--- src/rtl/spi_minion_pkg.sv ---
// Shared types and constants for the SPI minion frontend.
package spi_minion_pkg;

  // Frame-handling phases of the minion.
  typedef enum logic [1:0] {
    IDLE   = 2'd0,
    ACTIVE = 2'd1,
    COMMIT = 2'd2
  } state_t;

  // Default frame geometry: {val, spc, payload}, MSB first.
  localparam int DEF_BIT_WIDTH = 34;
  localparam int VAL_BIT       = DEF_BIT_WIDTH - 1;
  localparam int SPC_BIT       = DEF_BIT_WIDTH - 2;

  // Pad positions inside the synchroniser bundle.
  localparam int NUM_PADS = 3;
  localparam int PAD_MOSI = 0;
  localparam int PAD_SCLK = 1;
  localparam int PAD_CS   = 2;

  // Bit counter width: must hold 0..BW+1 (saturation point).
  function automatic int cnt_w(input int bw);
    return $clog2(bw + 2);
  endfunction

endpackage

--- src/rtl/spi_pad_sync.sv ---
// Multi-flop synchroniser for one asynchronous pad, with rise/fall detect
// taken from the last two synchronised samples.
module spi_pad_sync #(
  parameter int N_SYNC = 2
) (
  input  logic clk,
  input  logic reset,
  input  logic i_pad,
  output logic o_sync,
  output logic o_rise,
  output logic o_fall
);

  logic [N_SYNC-1:0] r_sync;
  logic              r_prev;

  // Shift the pad through the chain and keep one older sample for edge detection.
  // The chain clears to 0, so a pad already low when reset releases produces no
  // falling edge; a high pad only yields a rise, which idle logic ignores.
  always_ff @(posedge clk) begin
    if (!reset) begin
      r_sync <= '0;
      r_prev <= 1'b0;
    end else begin
      r_sync <= {r_sync[N_SYNC-2:0], i_pad};
      r_prev <= r_sync[N_SYNC-1];
    end
  end

  assign o_sync = r_sync[N_SYNC-1];
  assign o_rise = r_sync[N_SYNC-1] & ~r_prev;
  assign o_fall = ~r_sync[N_SYNC-1] & r_prev;

endmodule

--- src/rtl/spi_minion_frontend.sv ---
// SPI minion framing stage: synchronises pads, deserialises one frame per
// cs-low window, hands the payload to a val/rdy stream and shifts the
// outbound payload onto miso.
module spi_minion_frontend
  import spi_minion_pkg::*;
#(
  parameter int BIT_WIDTH = DEF_BIT_WIDTH,
  parameter int N_SYNC    = 2
) (
  input  logic                 clk,
  input  logic                 reset,
  input  logic                 cs,
  input  logic                 sclk,
  input  logic                 mosi,
  output logic                 miso,
  output logic [BIT_WIDTH-3:0] recv_msg,
  output logic                 recv_val,
  input  logic                 recv_rdy,
  input  logic [BIT_WIDTH-3:0] send_msg,
  input  logic                 send_val,
  output logic                 send_rdy,
  output logic                 parity
);

  localparam int VAL_IDX    = BIT_WIDTH - 1;
  localparam int SPC_IDX    = BIT_WIDTH - 2;
  localparam int CNT_WIDTH  = cnt_w(BIT_WIDTH);
  localparam logic [CNT_WIDTH-1:0] CNT_MAX  = CNT_WIDTH'(BIT_WIDTH + 1);
  localparam logic [CNT_WIDTH-1:0] CNT_FULL = CNT_WIDTH'(BIT_WIDTH);

  // ---------------------------------------------------------------- pads
  logic [NUM_PADS-1:0] w_pad_raw;
  logic [NUM_PADS-1:0] w_sync;
  logic [NUM_PADS-1:0] w_rise;
  logic [NUM_PADS-1:0] w_fall;
  logic                w_unused;

  assign w_pad_raw[PAD_MOSI] = mosi;
  assign w_pad_raw[PAD_SCLK] = sclk;
  assign w_pad_raw[PAD_CS]   = cs;

  genvar gi;
  generate
    for (gi = 0; gi < NUM_PADS; gi++) begin : g_pad
      spi_pad_sync #(.N_SYNC(N_SYNC)) u_sync (
        .clk    (clk),
        .reset  (reset),
        .i_pad  (w_pad_raw[gi]),
        .o_sync (w_sync[gi]),
        .o_rise (w_rise[gi]),
        .o_fall (w_fall[gi])
      );
    end
  endgenerate

  // Sink for synchroniser outputs this block has no use for.
  assign w_unused = ^{w_sync[PAD_CS], w_sync[PAD_SCLK], w_rise[PAD_MOSI], w_fall[PAD_MOSI]};

  // ---------------------------------------------------------------- state
  state_t                 r_state;
  state_t                 w_state_next;
  logic                   w_enter;
  logic                   w_frame_ok;
  logic                   w_push;
  logic                   w_send_rdy;

  logic [CNT_WIDTH-1:0]   r_cnt;
  logic [BIT_WIDTH-1:0]   r_shift_in;
  logic [BIT_WIDTH-1:0]   r_shift_out;
  logic                   r_tx_val;
  logic                   r_spc_sent;

  logic [BIT_WIDTH-3:0]   r_recv_msg;
  logic                   r_recv_val;
  logic                   r_parity;

  // FSM state register; reset aborts any frame in progress.
  always_ff @(posedge clk) begin
    if (!reset) r_state <= IDLE;
    else        r_state <= w_state_next;
  end

  // Next-state decode plus the one-cycle commit decisions.
  always_comb begin
    w_state_next = r_state;
    w_enter      = 1'b0;
    w_frame_ok   = 1'b0;
    w_push       = 1'b0;
    w_send_rdy   = 1'b0;
    case (r_state)
      IDLE: begin
        if (w_fall[PAD_CS]) begin
          w_state_next = ACTIVE;
          w_enter      = 1'b1;
        end
      end
      ACTIVE: begin
        // Any sclk edge in this same cycle is still applied by the datapath.
        if (w_rise[PAD_CS]) w_state_next = COMMIT;
      end
      COMMIT: begin
        w_state_next = IDLE;
        w_frame_ok   = (r_cnt == CNT_FULL);
        w_push       = w_frame_ok & r_shift_in[VAL_IDX] & r_spc_sent;
        w_send_rdy   = w_frame_ok & r_tx_val & r_shift_in[SPC_IDX];
      end
      default: w_state_next = IDLE;
    endcase
  end

  // Frame datapath: snapshot on cs fall, shift on synchronised sclk edges.
  always_ff @(posedge clk) begin
    if (!reset) begin
      r_cnt       <= '0;
      r_shift_in  <= '0;
      r_shift_out <= '0;
      r_tx_val    <= 1'b0;
      r_spc_sent  <= 1'b0;
    end else if (w_enter) begin
      // Advertise space only if the single-entry buffer is empty right now.
      r_cnt       <= '0;
      r_tx_val    <= send_val;
      r_spc_sent  <= ~r_recv_val;
      r_shift_out <= {send_val, ~r_recv_val, send_msg};
    end else if (r_state == ACTIVE) begin
      if (w_rise[PAD_SCLK]) begin
        r_shift_in <= {r_shift_in[BIT_WIDTH-2:0], w_sync[PAD_MOSI]};
        if (r_cnt != CNT_MAX) r_cnt <= r_cnt + CNT_WIDTH'(1);
      end
      if (w_fall[PAD_SCLK]) r_shift_out <= {r_shift_out[BIT_WIDTH-2:0], 1'b0};
    end
  end

  // Single-entry receive buffer; a new push wins over a same-cycle drain.
  always_ff @(posedge clk) begin
    if (!reset) begin
      r_recv_val <= 1'b0;
      r_recv_msg <= '0;
      r_parity   <= 1'b0;
    end else if (w_push) begin
      r_recv_val <= 1'b1;
      r_recv_msg <= r_shift_in[BIT_WIDTH-3:0];
      r_parity   <= ^r_shift_in[BIT_WIDTH-3:0];
    end else if (r_recv_val && recv_rdy) begin
      r_recv_val <= 1'b0;
    end
  end

  assign miso     = (r_state == ACTIVE) & r_shift_out[BIT_WIDTH-1];
  assign recv_msg = r_recv_msg;
  assign recv_val = r_recv_val;
  assign send_rdy = w_send_rdy;
  assign parity   = r_parity;

endmodule
--- config.mk ---
export PLATFORM = sky130hd
export DESIGN_NAME = spi_minion_frontend
export DESIGN_NICKNAME = d
export VERILOG_FILES = /design/src/rtl/spi_minion_pkg.sv /design/src/rtl/spi_pad_sync.sv /design/src/rtl/spi_minion_frontend.sv
export SDC_FILE = /design/constraint.sdc
export NUM_CORES = 1
export LEC_CHECK = 0
export ABC_AREA = 1
export BUFFER_PORTS_ARGS = -buffer_cell sky130_fd_sc_hd__buf_2
export CORE_UTILIZATION = 55
export CTS_CLUSTER_SIZE = 24
export DETAILED_ROUTE_END_ITERATION = 12
export PLACE_DENSITY = 0.77
export SLEW_MARGIN = 20
export SYNTH_ARGS = -nofsm -noshare
export SYNTH_HDL_FRONTEND = slang
export SYNTH_SLANG_ARGS = --single-unit
--- constraint.sdc ---
create_clock -name clk -period 2.1 [get_ports clk]
set_input_delay 0.21 -clock clk [delete_from_list [all_inputs] [get_ports clk]]
set_output_delay 0.21 -clock clk [all_outputs]
set_load 0.005 [all_outputs]
Word level (Yosys, flattened, before mapping)
Index checks and enable logic that the tools add are counted.

operators by class
  bitwise operators = 16
  reduce and logical (&&, ||, !) cells = 11
  add/subtract/negate cells = 1
  equality and inequality tests = 6
  mux-type cells = 12

operators by type and width
  operator               number
  $mux W34               3
  $reduce_xor A32 Y1     1
  $and A1 B1 Y1          9
  $not A1 Y1             7
  $add A6 B1 Y6 const B  1
  $eq A6 B6 Y1 const B   1
  $mux W1                6
  $ne A6 B6 Y1 const B   1
  $reduce_and A3 Y1      2
  $reduce_bool A2 Y1     3
  $mux W2                2
  $ne A2 B1 Y1 const B   2
  $pmux W2 S2            1
  $reduce_and A2 Y1      2
  $eq A2 B1 Y1 const B   1
  $eq A2 B2 Y1 const B   1
  $logic_not A2 Y1       1
  $reduce_or A2 Y1       1
  $logic_and A1 B1 Y1    1

word-level totals
  flip-flop bits (word level) = 120
  word-level logic and storage cells = 60
  output and inout port bits = 36
  input bits = 39

Longest topological paths before layout
  depth after elaboration = 6
  gate-level depth with buffers = 14
  mapped depth without buffers = 14

Modules after synthesis
From an unflattened synthesis, not the netlist that was laid out.

unflattened totals
  cell total of the unflattened synthesis = 802
  area, all modules = 5430.2 sq um

by module, submodules not included
  module               cells an instance  times used  area an instance (sq um)  sequential area each (sq um)
  spi_minion_frontend  763                1           5129.9                    2242.2
  spi_pad_sync         13                 3           100.1                     60.1

Least setup slack after synthesis
Ideal clock, no wire load.

  path type = flip-flop to flip-flop
  start = register r_state[0]
  end = register r_cnt[5]
  arrival time = 1.450 ns
  library setup time = 0.116 ns
  stages on the path, launching flop included = 10
  data required time = 1.984 ns
  slack = 0.534 ns
  clock period less this slack = 1.566 ns
  buffers on the path = 1
  cell sequence = dfxtp_1 > inv_1 > or2_1 > buf_2 > nor3_4 > nand2_2 > nor2_2 > nand3_1 > xor2_1 > nor2_1

on the way
  longest elaborated chain between the ends = 3
  elaborated cells on any way between the ends = 5
  classes of those cells = 1 x eq/ne; 1 x mux; 3 x reduce/logical

RTL lines
  what                               line                        source
  from (decl)                        spi_minion_frontend.sv:60   state_t r_state;
  from (signal assigned)             spi_minion_frontend.sv:80   else r_state <= w_state_next;
  $logic_not A2 Y1                   spi_minion_frontend.sv:90   case (r_state)
  $mux W1                            spi_minion_frontend.sv:90
  $reduce_or A2 Y1 (no source line)  n/a
  to (signal assigned)               spi_minion_frontend.sv:128  if (r_cnt != CNT_MAX) r_cnt <= r_cnt + CNT_WIDTH'(1);
  to (decl)                          spi_minion_frontend.sv:67   logic [CNT_WIDTH-1:0] r_cnt;

Several ways; a longest one is shown, not always the timed one.
A chain may end at the register's enable or synchronous reset.

Worst setup path in the final report
  start = register r_state[0]
  end = output miso

on the way
  longest elaborated chain between the ends = 2

RTL lines
  what           line                        source
  $eq A2 B1 Y1   spi_minion_frontend.sv:149  assign miso = (r_state == ACTIVE) & r_shift_out[BIT_WIDTH-1];
  $and A1 B1 Y1  spi_minion_frontend.sv:149
  to (decl)      spi_minion_frontend.sv:15   output logic miso,

No other way between the ends.

==> flow_metrics.py <==
metrics = {
    "global_routing": {
        "grt_overflow": 0,
        "antenna_found_initial": 0,
        "grt_max_degree": 76,
        "grt_pass1_wl_um": 20200,
        "grt_pass1_vias": 4686,
        "grt_usage_pct": 25.7,
    },
    "layout": {
        "syn_to_final_growth_pct": 27.1,
        "design_area_um2": 6480,
        "fillers": 673,
        "fin_nets": 875,
        "drive_above_1_share_pct": 14.3,
        "layout_common_cells": "260 x nand2_1, 120 x dfxtp_1, 75 x o21ai_0",
        "seqCellArea_um2": 2400,
        "final_common_cell": "nand2_1",
        "antennaDiodeCount": 0,
        "multiInputGateArea_um2": 2330,
    },
    "hold_path": {
        "hold_path_class": "input pin to flop",
    },
    "synthesis": {
        "yosysSeqAreaShare_pct": 47.1,
        "synth.top_cell.area_share_pct": 47.1,
        "synth_nets": 776,
        "ys_seq_elements": 120,
        "synthCells": 735,
        "ys_top_cells_by_area": "dfxtp_1 47%, nand2_1 19%, o21ai_0 7.4%, a21oi_1 7.1%, inv_1 4.4%",
        "synth.distinct_cells": 24,
        "yosysWarningCount": 0,
        "netlist_area_um2": 5100,
        "synth_area_per_cell_um2": 6.94,
        "yosysTopAreaCell": "dfxtp_1",
    },
    "drt": {
        "first_iter_violations": 299,
        "vias": 5037,
        "drc": 2,
        "dr.pass1.iters": 11,
        "antenna_left": 0,
        "avgViaCountPerCell": 5.29,
        "wl_um": 11800,
        "wl_per_cell_um": 12.4,
    },
    "sta": {
        "hold_viol": 0,
        "whs_ns": 0.0138,
        "setup_viol": 0,
        "finalCritPeriodShare_pct": 82.9,
        "fin_skew_ns": 0.00613,
        "tightest_slew_ns": 0.609,
        "slew_viol_final": 0,
        "max_freq_mhz": 574,
        "maxSlewHeadroom_pct": 59.4,
        "rsz0062_at_grt": "false",
        "finalSetupTns_ns": 0,
        "min_period_ns": 1.74,
    },
    "worst_setup_path": {
        "critPathMaxFanout": 5,
        "worst_ep_required_time_ns": 1.89,
        "critPathArrivalTime_ns": 1.53,
        "worstSetupStartpointType": "flop",
        "reg2reg_slack_ns": 0.38,
        "path_class": "flop to primary output",
        "end_kind": "primary output",
    },
    "floorplan": {
        "initial_core_util_pct": 57.7,
        "die_w_um": 98.3,
        "pin_count": 75,
        "num_rows": 34,
        "core_um2": 8850,
        "dieArea_um2": 9670,
        "die_y_um": 98.3,
    },
    "clock_tree": {
        "post-cts-setup-buffers": 0,
        "cts_sinks": 120,
        "clk_pin_slew_ns": 0.06,
        "clk_latency_ns": 0.51,
        "cts_resized": 0,
        "clockBufferDepth": 2,
        "cts.htree.levels": 4,
        "cts_tree": "done",
        "cts_hold_buf": 34,
        "ctsRootBufferMaster": "clkbuf_8",
        "cts_made_buffers": 17,
    },
    "placement": {
        "gp_congestion": 0.775,
        "dpl_cell_area_um2": 5570,
        "dp.final_hpwl_um": 7330,
        "io_buffers": 74,
    },
    "pwr": {
        "leakagePower_nw": 2.87,
        "p_per_area_nw_per_um2": 827,
        "vdd_drop_max_v": 0.000539,
    },
    "run_status": {
        "violations": "design-rule violations",
        "status": "finished, violations left",
    },
    "run": {
        "drv_cap": 0,
    },
}
[Yosys cell counts]
cell / instances
dfxtp_1: 120
nor3b_1: 1
or2_1: 1
ha_1: 2
nand3_1: 36
nor3_1: 2
nor3_4: 1
nand2_2: 1
o311ai_0: 1
clkinv_1: 1
a21oi_1: 72
nand2_1: 260
clkbuf_1: 33
nor2_2: 2
nand4_1: 2
inv_1: 60
xnor2_1: 1
o21ai_0: 75
nor2_1: 26
a31oi_1: 28
nor3_2: 2
buf_2: 4
inv_2: 1
xor2_1: 3
[worst max-delay path: stages (launching register included)]
cell and delay, ns:
dfxtp_1 0.38, inv_1 0.07, or2_1 0.30, nor2_1 0.14
buf_2 0.14
[final timing paths]
kind | from | end | cells after the start
worst min-delay path | send_val | r_tx_val$_SDFFE_PN0P_ | 3
worst min register to register | g_pad[2].u_sync.r_sync[0]$_SDFF_PN0_ | g_pad[2].u_sync.r_sync[1]$_SDFF_PN0_ | 2
worst max register to register | r_state[0]$_SDFFE_PN0P_ | r_shift_in[20]$_SDFFE_PN0P_ | 7
worst max-delay path | r_state[0]$_SDFFE_PN0P_ | miso | 4
[where the power goes]
part	switching (W)	total (W)	internal (W)
combinational	0.000120	0.000226	0.000107
sequential	0.0000150	0.00232	0.00230
clock	0.000993	0.00282	0.00182
total	0.00113	0.00536	0.00423
[routing by layer]
layer | GRT usage [%] | routed length [um]
met4 | 13.7 | 296
met1 | 31.4 | 5310
met3 | 5.87 | 555
met2 | 42.3 | 5640
met5 | 0 | 0
[metrics by stage]
stage / setup WS [ns] / instances / power [W] / util, %
2_1_floorplan: 0.534 / 735 / 0.00247 / -
3_3_place_gp: 0.470 / 889 / 0.00253 / 62.9
3_5_place_dp: 0.389 / 889 / 0.00254 / 62.9
4_1_cts: 0.362 / 953 / 0.00538 / 73.3
5_1_grt: 0.174 / 953 / 0.00551 / 73.3
6_report: 0.359 / 953 / 0.00536 / 73.3
[state kept, by name, indices dropped and copies added (netlist names)]
name / count
r_tx_val: 1
g_pad.u_sync.r_sync: 6
r_shift_out: 34
g_pad.u_sync.r_prev: 2
recv_val: 1
r_shift_in: 34
r_state: 2
r_spc_sent: 1
r_cnt: 6
parity: 1
recv_msg: 32
[final cells by class]
| class | instances | area share (%) |
|---|---|---|
| inverter | 62 | 3.59 |
| clock buffer | 22 | 7.45 |
| multi-input combinational | 516 | 36.0 |
| timing repair buffer | 117 | 12.4 |
| sequential | 120 | 37.0 |
| clock inverter | 8 | 1.47 |
| tap | 108 | 2.08 |
[cells by family (layout without fill, tap and decap cells)]
family | Yosys count | in the layout | synth area share (%)
adder cells (fa/ha/maj) | 2 | 2 | 0.490
buffers and inverters | 99 | 209 | 7.38
XOR/XNOR | 4 | 4 | 0.687
AO/OA/AOI/OAI | 176 | 176 | 18.0
flip-flops | 120 | 120 | 47.1
AND/OR/NAND/NOR | 334 | 334 | 26.4
Power figures use the tool's default switching activity.
